===== config.mk =====
export PLATFORM = sky130hd
export DESIGN_NAME = rng_arbiter
export DESIGN_NICKNAME = d
export VERILOG_FILES = /design/src/rtl/rng_arbiter.sv
export SDC_FILE = /design/constraint.sdc
export NUM_CORES = 1
export LEC_CHECK = 0
export BUFFER_PORTS_ARGS = -buffer_cell sky130_fd_sc_hd__buf_2
export CORE_UTILIZATION = 35
export CTS_BUF_LIST = sky130_fd_sc_hd__clkbuf_4 sky130_fd_sc_hd__clkbuf_8 sky130_fd_sc_hd__clkbuf_16
export DETAILED_ROUTE_END_ITERATION = 8
export PLACE_DENSITY = 0.6
export REMOVE_ABC_BUFFERS = 1
export SYNTH_ARGS = -nofsm -noshare
export SYNTH_HDL_FRONTEND = slang
export SYNTH_SLANG_ARGS = --single-unit

===== constraint.sdc =====
create_clock -name clk -period 2 [get_ports clk]
set_input_delay 0.2 -clock clk [delete_from_list [all_inputs] [get_ports clk]]
set_output_delay 0.2 -clock clk [all_outputs]
set_load 0.02 [all_outputs]

===== src/rtl/rng_arbiter.sv =====
// Round-robin arbiter sharing one 4-bit LFSR among NREQ requesters.
// Warms the LFSR after reset and range-limits each draw by rejection sampling with a bounded fallback.
module rng_arbiter #(
    parameter int NREQ          = 4,
    parameter int MAX_VAL       = 9,
    parameter int WARMUP_CYCLES = 8,
    parameter int MAX_RETRY     = 3
) (
    input  logic            clk,
    input  logic            reset,
    input  logic [NREQ-1:0] req,
    output logic [NREQ-1:0] rsp_valid,
    output logic [3:0]      rsp_data,
    output logic            rng_enable,
    input  logic [3:0]      rng_value,
    output logic            ready,
    output logic            busy
);

    localparam int              IDX_W     = $clog2(NREQ);
    localparam logic [7:0]      WARM_N    = 8'(WARMUP_CYCLES);
    localparam logic [7:0]      WARM_LAST = 8'(WARMUP_CYCLES - 1);
    localparam logic [3:0]      MAX_V     = 4'(MAX_VAL);
    localparam logic [2:0]      RETRY_N   = 3'(MAX_RETRY);
    localparam logic [IDX_W-1:0] LAST_IDX = IDX_W'(NREQ - 1);

    typedef enum logic [2:0] {
        WARMUP,
        IDLE,
        STEP,
        CHECK,
        DELIVER
    } state_t;

    state_t           state, state_nxt;
    logic [7:0]       warm_cnt, warm_cnt_nxt;
    logic [2:0]       retry, retry_nxt;
    logic [IDX_W-1:0] ptr, ptr_nxt;
    logic [IDX_W-1:0] grant, grant_nxt;
    logic             ready_r, ready_nxt;
    logic [3:0]       value, value_nxt;
    logic             value_load;
    logic             rng_step;

    // First set request at or after the pointer, wrapping from NREQ-1 to 0.
    function automatic logic [IDX_W-1:0] rr_pick(input logic [NREQ-1:0] r,
                                                 input logic [IDX_W-1:0] p);
        logic [IDX_W-1:0] pick;
        int               idx;
        pick = p;
        for (int i = NREQ - 1; i >= 0; i--) begin
            idx = (int'(p) + i) % NREQ;
            if (r[idx]) pick = IDX_W'(idx);
        end
        return pick;
    endfunction

    // Out-of-range fallback: always lands in 0..MAX_VAL since rng_value <= 15 < 2*(MAX_VAL+1).
    function automatic logic [3:0] fold(input logic [3:0] v);
        return v - 4'(MAX_VAL + 1);
    endfunction

    always_ff @(posedge clk or posedge reset) begin
        if (reset) begin
            state    <= WARMUP;
            warm_cnt <= '0;
            retry    <= '0;
            ptr      <= '0;
            grant    <= '0;
            ready_r  <= 1'b0;
        end else begin
            state    <= state_nxt;
            warm_cnt <= warm_cnt_nxt;
            retry    <= retry_nxt;
            ptr      <= ptr_nxt;
            grant    <= grant_nxt;
            ready_r  <= ready_nxt;
        end
    end

    // Delivered value is pure data and only observed in DELIVER, so it carries no reset.
    always_ff @(posedge clk) begin
        if (value_load) value <= value_nxt;
    end

    always_comb begin
        state_nxt    = state;
        warm_cnt_nxt = warm_cnt;
        retry_nxt    = retry;
        ptr_nxt      = ptr;
        grant_nxt    = grant;
        ready_nxt    = ready_r;
        value_nxt    = rng_value;
        value_load   = 1'b0;
        rng_step     = 1'b0;
        case (state)
            WARMUP: begin
                // One settling cycle after the last step before requests are looked at.
                if (warm_cnt == WARM_N) begin
                    state_nxt = IDLE;
                end else begin
                    rng_step     = 1'b1;
                    warm_cnt_nxt = warm_cnt + 8'd1;
                    if (warm_cnt == WARM_LAST) ready_nxt = 1'b1;
                end
            end
            IDLE: begin
                if (|req) begin
                    grant_nxt = rr_pick(req, ptr);
                    retry_nxt = '0;
                    state_nxt = STEP;
                end
            end
            STEP: begin
                rng_step  = 1'b1;
                state_nxt = CHECK;
            end
            CHECK: begin
                if (rng_value <= MAX_V) begin
                    value_load = 1'b1;
                    state_nxt  = DELIVER;
                end else if (retry < RETRY_N) begin
                    retry_nxt = retry + 3'd1;
                    state_nxt = STEP;
                end else begin
                    value_load = 1'b1;
                    value_nxt  = fold(rng_value);
                    state_nxt  = DELIVER;
                end
            end
            DELIVER: begin
                ptr_nxt   = (grant == LAST_IDX) ? '0 : grant + IDX_W'(1);
                state_nxt = IDLE;
            end
            default: state_nxt = WARMUP;
        endcase
    end

    always_comb begin
        rsp_valid = '0;
        rsp_data  = 4'd0;
        if (state == DELIVER) begin
            rsp_valid[grant] = 1'b1;
            rsp_data         = value;
        end
    end

    // Reset gating keeps the strobe low while reset holds the FSM in WARMUP.
    assign rng_enable = rng_step & ~reset;
    assign ready      = ready_r;
    assign busy       = (state == STEP) || (state == CHECK) || (state == DELIVER);

endmodule

After elaboration in Yosys (flattened, before gate mapping)
Cells that the tools add are included.

Add/sub/neg operators: 7. Multiply operators: 0. Div/mod/pow operators: 0. $lt $le $gt $ge: 8. Equality and inequality tests: 11. Shifts and indexed selects: 0. Mux-type cells: 37. Bitwise logic cells: 6. Reduce and logical (&&, ||, !) cells: 14.

Operators by type and width (count): 3-bit 2-to-1 mux (7); 4-bit 2-to-1 mux (5); 3-bit one-hot mux with 5 select lines (1); 3-bit by 4-bit less-than comparator with 1-bit output, second input constant (3); 1-bit 2-to-1 mux (12); 2-bit 2-to-1 mux (5); 8-bit by 1-bit adder with 8-bit output, second input constant (1); 1-bit binary-select mux with 2-bit select (4); 8-bit by 3-bit == test with 1-bit output, second input constant (1); 8-bit by 4-bit == test with 1-bit output, second input constant (1); 2-bit inequality test, second input constant (4); 3-bit by 2-bit == test with 1-bit output, second input constant (2); 2-bit by 3-bit less-than comparator with 1-bit output, second input constant (2); 3-bit one-hot mux with 2 select lines (1); 2-bit AND reduction (3); 2-bit OR reduction (3); 2-bit by 1-bit adder with 2-bit output, second input constant (2); 2-bit adder, second input constant (2); 4-bit less-or-equal comparator, second input constant (1); 4-bit AND reduction (1); 4-bit OR reduction (1); 4-bit subtractor, second input constant (1); 3-bit by 1-bit adder with 3-bit output, second input constant (1); 1-bit bitwise AND, first input constant (3); 14 further kinds (16).

Register bits after elaboration: 23. Latch bits: 0. Bits in writable memories: 0. ROM bits: 0. Bits of input ports: 10. Output and inout port bits: 11. Word-level logic and storage cells: 90. Memories: 0.

Logic depth before layout (Yosys ltp)
Word-level depth: 10. Depth in mapped cells: 6. Depth with buffers taken out: 6.

Worst setup path before layout
Ideal clock, no wire load.

Path kind: reg-to-output. Start: reg state[1]. End: out rng_enable. Arrival: 1961 ps. Data required time: 1800 ps. Setup slack: -161 ps. Stages on the path, launching flop included: 5. Buffers on the path: 2. Cell sequence: dfrtp_1 clkbuf_1 inv_1 clkbuf_1 a2111oi_0.

Longest elaborated chain between the ends: 3. Elaborated cells between the ends (all ways): 4. Those cells by class: 1 x eq/ne; 1 x mux; 1 x bitwise; 1 x reduce/logical.

RTL lines: from (decl) (line 35) `state_t state, state_nxt;`; from (signal assigned) (line 72) `state <= state_nxt;`; 3-bit by 2-bit == test with 1-bit output or 3-bit zero test (tied branches) (line 96) `case (state)`; 1-bit one-hot mux with 2 select lines * (line 96); 1-bit bitwise AND * (line 149) `assign rng_enable = rng_step & ~reset;`; to (decl) (line 14) `output logic rng_enable,`.

Every way passes the cells marked *; elsewhere a longest branch is shown, timed or not.

Worst setup path in the final report
Start: reg warm_cnt[4]. End: out rng_enable.

Longest elaborated chain between the ends: 4.

RTL lines: from (decl) (line 36) `logic [7:0] warm_cnt, warm_cnt_nxt;`; from (signal assigned) (line 73) `warm_cnt <= warm_cnt_nxt;`; 8-bit by 4-bit == test with 1-bit output (line 99) `if (warm_cnt == WARM_N) begin`; 1-bit 2-to-1 mux (line 99); 1-bit one-hot mux with 2 select lines (line 96); 1-bit bitwise AND (line 149).

Every way passes these cells.

==> metrics <==
outcome completed; number of max-cap violations 0; Seq pwr share 0.448; sequential area share after synthesis 0.444; chip width approximately 64 um; initial antenna violation count 0; Max clock buf depth 2; number of port buffers 20; Placement Cell Area between 0.0015 and 0.002 sq mm; Worst Clk Skew 0.00515 ns; Setup WS post-layout around 0.077 ns; Peak supply drop roughly 0.47 mV; RSZ-0062 raised after global routing no; fin util 0.430; area delta synth->final 17.6%; Post-synth ARST share 0.826; Worst-path clk slew roughly 0.080 ns; Avg Inst Size Synth 9.64 sq um; detailed-route via count around 1100; CTS buffer count 3; Placer Congestion approximately 0.77; distinct cell type count after synthesis just over 40; Crit. End Element primary output; post-place setup slack 0.142 ns; Synth Cell Area about 0.0013 sq mm; total routed wirelength between 2000 and 3000 um; vias per inst 5.14; number of synthesized flops with an enable pin 4; Internal approximately 0.001 W; Synth warnings 0; Die Y approximately 64 um; total power draw between 0.0015 and 0.002 W; Slew Limit Headroom 0.500; Post-CTS Hold Buffers 0; Starting DRT DRC Count 22; # diodes 0; die area about 0.0041 sq mm; HP Class in2async; Yosys reg bits 23; Slew @ Worst Pin about 0.75 ns; share of cells above drive strength 1 0.241; H-tree levels 1; setup violators final 0; DR pass1 iterations 4; clock root buffer clkbuf_8; IO Count 21; DRC Markers 0; initial core utilization 0.366; Critical Path Fanout Max 4; total gr overflow 0; Syn Inst Count between 100 and 150; global-route wire length before repair 4530 um; combinational power share 0.365; Net Sw Frac 0.385; post-route cell area 0.00158 sq mm; Core Area roughly 0.0037 sq mm; clk sinks 23; CTS tree built; min cycle time layout 1.92 ns; Final ANT Viol Nets 0; CP Data Required Time approximately 1.8 ns; Tcrit/Tclk final 0.961; Worst-Skew Late Latency roughly 0.26 ns; GRT Overall Usage 0.143; P_leak between 0.7 and 0.8 nW; Clock power frac 0.187; Net Switching 0.000610 W; final setup TNS 0 ns; maximum clock rate about 520 MHz; wire per inst approximately 12 um; # rows 22; pwr/cell area about 1000 mW/mm^2; worst path arrival time about 1.7 ns; Main synth FF type dfrtp_1; Fin. Hold Viols 0; startpoint types flop; Detailed Place HPWL approximately 1900 um; vias in the first global route just over 1000; WS Path Type reg2out; Slew Limit Fails 0; final net count between 150 and 200; largest net degree at the start of global routing 20
==> through the flow <==
stage | cells | hold WS, ns
floorplan | 135 | 0.151
global placement | 205 | 0.358
detailed placement | 205 | 0.382
CTS | 209 | 0.0972
global route | 210 | 0.101
finish | 210 | 0.0822
==> cell usage after synthesis (2+ instances only) <==
library cell	number	area (sq um)
nand2_1	10	37.5
nand2b_1	3	18.8
xnor2_1	5	43.8
nor3_1	6	30.0
o32ai_1	2	17.5
nand3_1	5	25.0
clkbuf_1	4	15.0
inv_1	10	37.5
nor2_1	10	37.5
nor2b_1	4	25.0
ha_1	8	100
a31oi_1	2	12.5
o21ai_0	6	30.0
edfxtp_1	4	120
and3_1	8	50.1
and2_1	3	18.8
dfrtp_1	19	475
a21oi_1	5	25.0
mux2_2	2	22.5
mux2i_1	2	20.0
==> cell usage in the layout (no fill, tap or decap), drive strengths merged, types with 2 or more instances in the layout <==
cell / instances
nor2b: 4
dfrtp: 19
nor2: 10
nand3: 5
ha: 8
nand2b: 3
nand2: 11
o21ai: 6
edfxtp: 4
o32ai: 2
mux2: 3
inv: 10
clkbuf: 4
and3: 9
mux2i: 2
a31oi: 2
a21oi: 5
and2: 3
buf: 23
nor3: 6
xnor2: 5
==> flip-flops by register name (all words and copies together), names as in the netlist <==
signal / count
value: 4
ready: 1
grant: 2
state: 3
ptr: 2
retry: 3
warm_cnt: 8
==> power groups by stage <==
stage | Sequential [W] | Clock (W) | Combinational, W
2_1_floorplan | 0.000683 | 0 | 0.000419
3_3_place_gp | 0.000709 | 0 | 0.000556
3_5_place_dp | 0.000711 | 0 | 0.000570
4_1_cts | 0.000701 | 0.000312 | 0.000574
5_1_grt | 0.000731 | 0.000328 | 0.000658
6_report | 0.000708 | 0.000296 | 0.000578
==> layer usage <==
metal	global-route usage	up-vias	wire, um
met3	0.0232	2	65
li1	-	542	-
met2	0.217	13	1190
met4	0.0682	0	22
met5	0	-	0
met1	0.198	523	1300
==> worst max-delay path, stage by stage, from the launching register on <==
cell and delay [ns]:
dfrtp_1 0.42, or4_4 0.58, nor3_4 0.20, a2111oi_2 0.09, buf_2 0.18
==> kinds of logic (layout without fill, tap and decap cells) <==
kind of cell | Yosys count | after routing | synth area share
AO/OA/AOI/OAI | 24 | 24 | 0.119
XOR/XNOR | 6 | 6 | 0.0392
adder cells (fa/ha/maj) | 8 | 8 | 0.0747
buffers and inverters | 14 | 37 | 0.0392
flip-flops | 23 | 23 | 0.444
multiplexers | 5 | 5 | 0.0429
AND/OR/NAND/NOR | 59 | 59 | 0.241
==> area by class of cell <==
cell class | instances | area [sq um]
multi-input cells | 102 | 709
clock buffers | 4 | 48.8
repair buffers | 23 | 123
well taps | 48 | 60.1
flip-flops and latches | 23 | 597
inverters | 10 | 37.5
fillers | 364 | 2090
==> what timing repair did <==
item                                    4_1_cts  5_1_grt
endpoints found under the hold margin         0        0
gates resized for setup                       1        4
endpoints found under the setup margin        1        1
setup buffers                                 0        1
==> path summary, 6_finish.rpt <==
kind                       slack, ns                      end  cells past startpoint                    start
hold reg to reg                 0.47        ready$_DFFE_PP0P_                      1        ready$_DFFE_PP0P_
hold / removal                  0.08     retry[1]$_DFFE_PP0P_                      2                    reset
min in group clk                0.11       value[0]$_DFFE_PP_                      1             rng_value[0]
setup reg to reg                0.11  warm_cnt[1]$_DFFE_PP0N_                      4  warm_cnt[4]$_DFFE_PP0N_
setup / recovery                0.08               rng_enable                      4  warm_cnt[4]$_DFFE_PP0N_
max in group asynchronous       1.40     state[1]$_DFFE_PP0P_                      2                    reset
No activity file was read; power rests on OpenSTA's default activity.
